--- src/rtl/seq_addsub32_if.sv ---
// Start/done handshake bundle for the sequential adder/subtractor.
// A controller drives the master side and the datapath block sits on the slave side.
interface seq_addsub32_if #(
    parameter int WIDTH = 32
);
    logic             start;
    logic             op;
    logic [WIDTH-1:0] x;
    logic [WIDTH-1:0] y;
    logic             busy;
    logic             done;
    logic [WIDTH-1:0] z;
    logic             overflow;
    logic             carry_out;

    // Handshake: start is sampled only while busy=0. Any start seen while busy=1
    // is dropped. done is a one-cycle pulse, and z/overflow/carry_out hold their
    // values from that pulse until the next completion or reset.
    modport master (
        output start, op, x, y,
        input  busy, done, z, overflow, carry_out
    );

    modport slave (
        input  start, op, x, y,
        output busy, done, z, overflow, carry_out
    );
endinterface

--- src/rtl/seq_addsub32.sv ---
// Digit-serial two's-complement adder/subtractor. Each RUN cycle it takes one
// DIGIT-wide slice, starting at the LSB. A subtract adds ~y plus an initial carry of 1.
module seq_addsub32 #(
    parameter int WIDTH = 32,
    parameter int DIGIT = 4
) (
    input  logic           clk,
    input  logic           rst,
    seq_addsub32_if.slave  bus,
    output logic           dbg_run
);
    localparam int N  = WIDTH / DIGIT;
    localparam int CW = $clog2(N + 1);

    typedef enum logic {
        IDLE = 1'b0,
        RUN  = 1'b1
    } state_t;

    state_t           state_q, state_d;
    logic             load, step, last;
    logic [WIDTH-1:0] a_q, b_q, res_q, res_next;
    logic [CW-1:0]    cnt_q;
    logic             carry_q, a_msb_q, b_msb_q;
    logic [DIGIT:0]   sum_w;
    logic [WIDTH-1:0] z_q;
    logic             ovf_q, cout_q, done_q;

    always_ff @(posedge clk) begin
        if (rst) state_q <= IDLE;
        else     state_q <= state_d;
    end

    always_comb begin
        state_d = state_q;
        load    = 1'b0;
        step    = 1'b0;
        last    = 1'b0;
        case (state_q)
            IDLE: begin
                if (bus.start) begin
                    load    = 1'b1;
                    state_d = RUN;
                end
            end
            RUN: begin
                step = 1'b1;
                if (cnt_q == CW'(N - 1)) begin
                    last    = 1'b1;
                    state_d = IDLE;
                end
            end
            default: state_d = IDLE;
        endcase
    end

    assign sum_w    = {1'b0, a_q[DIGIT-1:0]} + {1'b0, b_q[DIGIT-1:0]} + {{DIGIT{1'b0}}, carry_q};
    // Each new slice enters at the MSB end. After N shifts the first slice has reached bit 0.
    assign res_next = {sum_w[DIGIT-1:0], res_q[WIDTH-1:DIGIT]};

    always_ff @(posedge clk) begin
        if (rst) begin
            a_q     <= '0;
            b_q     <= '0;
            res_q   <= '0;
            cnt_q   <= '0;
            carry_q <= 1'b0;
            a_msb_q <= 1'b0;
            b_msb_q <= 1'b0;
            z_q     <= '0;
            ovf_q   <= 1'b0;
            cout_q  <= 1'b0;
            done_q  <= 1'b0;
        end else begin
            done_q <= last;
            if (load) begin
                a_q     <= bus.x;
                b_q     <= bus.y ^ {WIDTH{bus.op}};
                a_msb_q <= bus.x[WIDTH-1];
                b_msb_q <= bus.y[WIDTH-1] ^ bus.op;
                carry_q <= bus.op;
                res_q   <= '0;
                cnt_q   <= '0;
            end else if (step) begin
                a_q     <= a_q >> DIGIT;
                b_q     <= b_q >> DIGIT;
                res_q   <= res_next;
                carry_q <= sum_w[DIGIT];
                cnt_q   <= cnt_q + CW'(1);
            end
            if (last) begin
                z_q    <= res_next;
                cout_q <= sum_w[DIGIT];
                ovf_q  <= (a_msb_q == b_msb_q) && (res_next[WIDTH-1] != a_msb_q);
            end
        end
    end

    assign bus.busy      = (state_q == RUN);
    assign bus.done      = done_q;
    assign bus.z         = z_q;
    assign bus.overflow  = ovf_q;
    assign bus.carry_out = cout_q;
    assign dbg_run       = (state_q == RUN);
endmodule

--- src/flat_wrapper.sv ---
// flat-port wrapper written by rule: the top's interface ports become plain ports
module seq_addsub32_flat 
#(
    parameter int WIDTH = 32,
    parameter int DIGIT = 4
)
  (clk, rst, dbg_run, bus_start, bus_op, bus_x, bus_y, bus_busy, bus_done, bus_z, bus_overflow, bus_carry_out);
  seq_addsub32_if #(.WIDTH(WIDTH)) bus_i ();
  input  logic clk;
  input  logic rst;
  output logic dbg_run;
  input wire logic [$bits(bus_i.start)-1:0] bus_start;
  input wire logic [$bits(bus_i.op)-1:0] bus_op;
  input wire logic [$bits(bus_i.x)-1:0] bus_x;
  input wire logic [$bits(bus_i.y)-1:0] bus_y;
  output wire logic [$bits(bus_i.busy)-1:0] bus_busy;
  output wire logic [$bits(bus_i.done)-1:0] bus_done;
  output wire logic [$bits(bus_i.z)-1:0] bus_z;
  output wire logic [$bits(bus_i.overflow)-1:0] bus_overflow;
  output wire logic [$bits(bus_i.carry_out)-1:0] bus_carry_out;
  assign bus_i.start = bus_start;
  assign bus_i.op = bus_op;
  assign bus_i.x = bus_x;
  assign bus_i.y = bus_y;
  assign bus_busy = bus_i.busy;
  assign bus_done = bus_i.done;
  assign bus_z = bus_i.z;
  assign bus_overflow = bus_i.overflow;
  assign bus_carry_out = bus_i.carry_out;
  seq_addsub32 #(.WIDTH(WIDTH), .DIGIT(DIGIT)) u_core (.clk(clk), .rst(rst), .bus(bus_i), .dbg_run(dbg_run));
endmodule
--- config.mk ---
export PLATFORM = sky130hd
export DESIGN_NAME = seq_addsub32_flat
export DESIGN_NICKNAME = d
export VERILOG_FILES = /design/src/rtl/seq_addsub32_if.sv /design/src/rtl/seq_addsub32.sv /design/src/flat_wrapper.sv
export SDC_FILE = /design/constraint.sdc
export NUM_CORES = 1
export LEC_CHECK = 0
export ABC_AREA = 1
export BUFFER_PORTS_ARGS = -buffer_cell sky130_fd_sc_hd__buf_4
export CORE_AREA = 2 2 109 111
export DETAILED_ROUTE_END_ITERATION = 7
export DIE_AREA = 0 0 111 113
export PLACE_DENSITY = 0.72
export SLEW_MARGIN = 20
export SYNTH_ARGS = -nofsm -noshare
export SYNTH_HDL_FRONTEND = slang
export SYNTH_SLANG_ARGS = --single-unit
--- constraint.sdc ---
create_clock -name clk -period 2.06 [get_ports clk]
set_input_delay 0.206 -clock clk [delete_from_list [all_inputs] [get_ports clk]]
set_output_delay 0.206 -clock clk [all_outputs]
set_load 0.005 [all_outputs]
==> flow_metrics.env <==
export IMPL_cp_data_required_time_ns=1.85
export IMPL_grt_pass1_wl_mm=21.6
export IMPL_cellPowerDensity_nw_per_um2=909
export IMPL_fin_crit_ns=1.75
export IMPL_htreeDepth=4
export IMPL_grt_max_degree=65
export IMPL_initial_core_util_pct=49.7
export IMPL_critPathMaxFanout=56
export IMPL_wire_per_inst_um=13.0
export IMPL_worst_path_buf_inv=2
export IMPL_period_share_pct=85.0
export IMPL_finalClockSkew_ns=0.00950
export IMPL_p_clk_share_pct=47.9
export IMPL_p_comb_share_pct=8.8
export IMPL_critPathCaptureType="output port"
export IMPL_ys_types=30
export IMPL_peakVddDrop_v=0.000484
export IMPL_setup_viol=0
export IMPL_fin_cells=978
export IMPL_ctsHoldBuffers=0
export IMPL_hpwl_mm=8.53
export IMPL_synthCells=738
export IMPL_fin_hold_ws_ns=0.0470
export IMPL_io_pins=105
export IMPL_core_area_um2=11300
export IMPL_p_seq_share_pct=43.3
export IMPL_worst_pin_slew_ns=0.683
export IMPL_clkTransAtPathRegs_ns=0.06
export IMPL_synthArstFlopShare_pct=0
export IMPL_synth_area_leaders="dfxtp_1 (48%), nand2_1 (19%), a21oi_1 (5.9%)"
export IMPL_synth_nets=812
export IMPL_via_per_inst=5.07
export IMPL_layout_common_cells="nand2_1 (285), dfxtp_1 (134), buf_4 (111), a21oi_1 (66), inv_1 (53)"
export IMPL_swShare_pct=23.8
export IMPL_gp_congestion=0.806
export IMPL_crit_chain="buf_4 > buf_4"
export IMPL_synth_ff_type="dfxtp_1"
export IMPL_fp_dieH_um=113
export IMPL_yosysWarningCount=0
export IMPL_status="completed"
export IMPL_overflow=0
export IMPL_drcViolationCount=0
export IMPL_dr_pass1_iters=4
export IMPL_worstPathArrival_ns=1.55
export IMPL_internal_power_uw=4850
export IMPL_clock_sinks=135
export IMPL_synth_top_area_share_pct=48.3
export IMPL_clock_path_buffers=2
export IMPL_p_sw_uw=1520
export IMPL_critPathSlowestCell="buf_4"
export IMPL_drtAntennaViolNets=0
export IMPL_cts_root_buf="clkbuf_16"
export IMPL_startpoint_type="flip-flop"
export IMPL_max_cap_viol_count=0
export IMPL_placed_area_um2=6400
export IMPL_grt_usage_pct=20.9
export IMPL_die_x_um=111
export IMPL_netlist_top_cell_by_area="dfxtp_1"
export IMPL_worst_hold_path_type="in2reg"
export IMPL_cts_inserted_buffers=17
export IMPL_clk_latency_ns=0.41
export IMPL_nets=896
export IMPL_syn_to_final_growth_pct=25.2
export IMPL_drt_iter0_markers=277
export IMPL_grt_pass1_vias=4812
export IMPL_path_class="reg2out"
export IMPL_synth_edf_count=0
export IMPL_syn_cell_area_um2=5600
export IMPL_ctsResizeCount=0
export IMPL_postSynthAreaPerCell_um2=7.59
export IMPL_cts_setup_buffers=0
export IMPL_crit_family="buffers and inverters"
export IMPL_row_count=39
export IMPL_grt_antenna_before_repair=0
export IMPL_finalMaxSlewViolations=0
export IMPL_mostFrequentLayoutCell="nand2_1"
export IMPL_fin_area_um2=7010
export IMPL_rsz0062_at_grt="false"
export IMPL_cellLeakagePower_uw=0.00316
export IMPL_drive_gt1_share_pct=19.9
export IMPL_slowest_delay_ns=0.51
export IMPL_setup_tns_ns=0
export IMPL_path_common_cell="buf_4"
export IMPL_ys_ff_latch=135
export IMPL_num_antenna_cells=0
export IMPL_wl_mm=12.7
export IMPL_port_buffers=104
export IMPL_cts_tree="built"
export IMPL_seq_area_frac_synth_pct=48.3
export IMPL_power_uw=6370
export IMPL_finalHoldViolCount=0
export IMPL_dp_cells=946
export IMPL_relSlewSlack_pct=54.4
export IMPL_fp_dieArea_um2=12500
export IMPL_via_count=4962
export IMPL_fmax_ghz=0.571
[per-layer routing]
metal  part of all wire (%)  global-route usage (%)  up-vias
li1                       -                       -     2523
met1                     44                    25.0     2303
met2                     49                    36.8      119
met3                    5.1                    4.93       17
met4                    1.6                    7.42        0
met5                      0                       0        -
[logic make-up (layout without fill, tap and decap cells)]
group | after synthesis | after routing | synth area share, %
compound gates | 125 | 125 | 13.4
xor+xnor | 24 | 24 | 3.76
fa+ha+maj | 6 | 6 | 1.61
buf+inv | 107 | 204 | 8.45
flops | 135 | 135 | 48.3
simple gates | 341 | 341 | 24.5
[state kept, by name, indices dropped and copies added (netlist names)]
name,cells
u_core.a_msb_q,1
u_core.a_q,32
u_core.b_msb_q,1
u_core.b_q,32
u_core.bus.busy,1
u_core.bus.carry_out,1
u_core.bus.done,1
u_core.bus.overflow,1
u_core.bus.z,32
u_core.carry_q,1
u_core.cnt_q,4
u_core.res_q,28
[final timing paths]
kind / startpoint / endpoint / slack (ns) / cells after the start
max reg2reg: u_core.carry_q / u_core.res_q[29] / 0.42 / 6
max: u_core.bus.busy / dbg_run / 0.31 / 2
min reg2reg: u_core.bus.z[3] / u_core.bus.z[3] / 0.45 / 2
min: bus_x[30] / u_core.a_q[30] / 0.05 / 3
[Yosys cell counts (all sizes together) (2+ instances only)]
cell type  instances
xor2              22
nor2              10
nand2            286
inv               59
clkbuf            11
a22oi             28
nand3             34
a21oi             66
ha                 4
o221ai             7
dfxtp            135
buf               37
o211ai             8
a31oi              2
xnor2              2
o21ai             11
or2               10
fa                 2
[tightest hold or removal path, stage by stage]
cell and delay [ns]:
buf_4 0.08, nand3_1 0.06, o21ai_0 0.07
[power groups by stage]
stage                     logic (µW)  registers (µW)  clock network, µW
final                            560            2760               3050
after global routing             631            2770               3220
after CTS                        563            2760               3100
after detailed placement         560            2810                  0
after global placement           545            2810                  0
after floorplan                  383            2800                  0
[final cells by class]
class,count,area (µm²)
tap,143,179
timing repair buffer,113,873
multi-input combinational,496,2430
sequential,135,2700
clock buffer,18,429
clock inverter,14,174
fill,997,4260
inverter,59,221
[metrics by stage]
stage | worst slack, ns | util, %
3_3_place_gp | 0.485 | 56.8
5_1_grt | 0.247 | 62.2
3_5_place_dp | 0.439 | 56.8
4_1_cts | 0.315 | 62.2
2_1_floorplan | 0.560 | -
6_report | 0.309 | 62.2
Power figures use the tool's default switching activity.
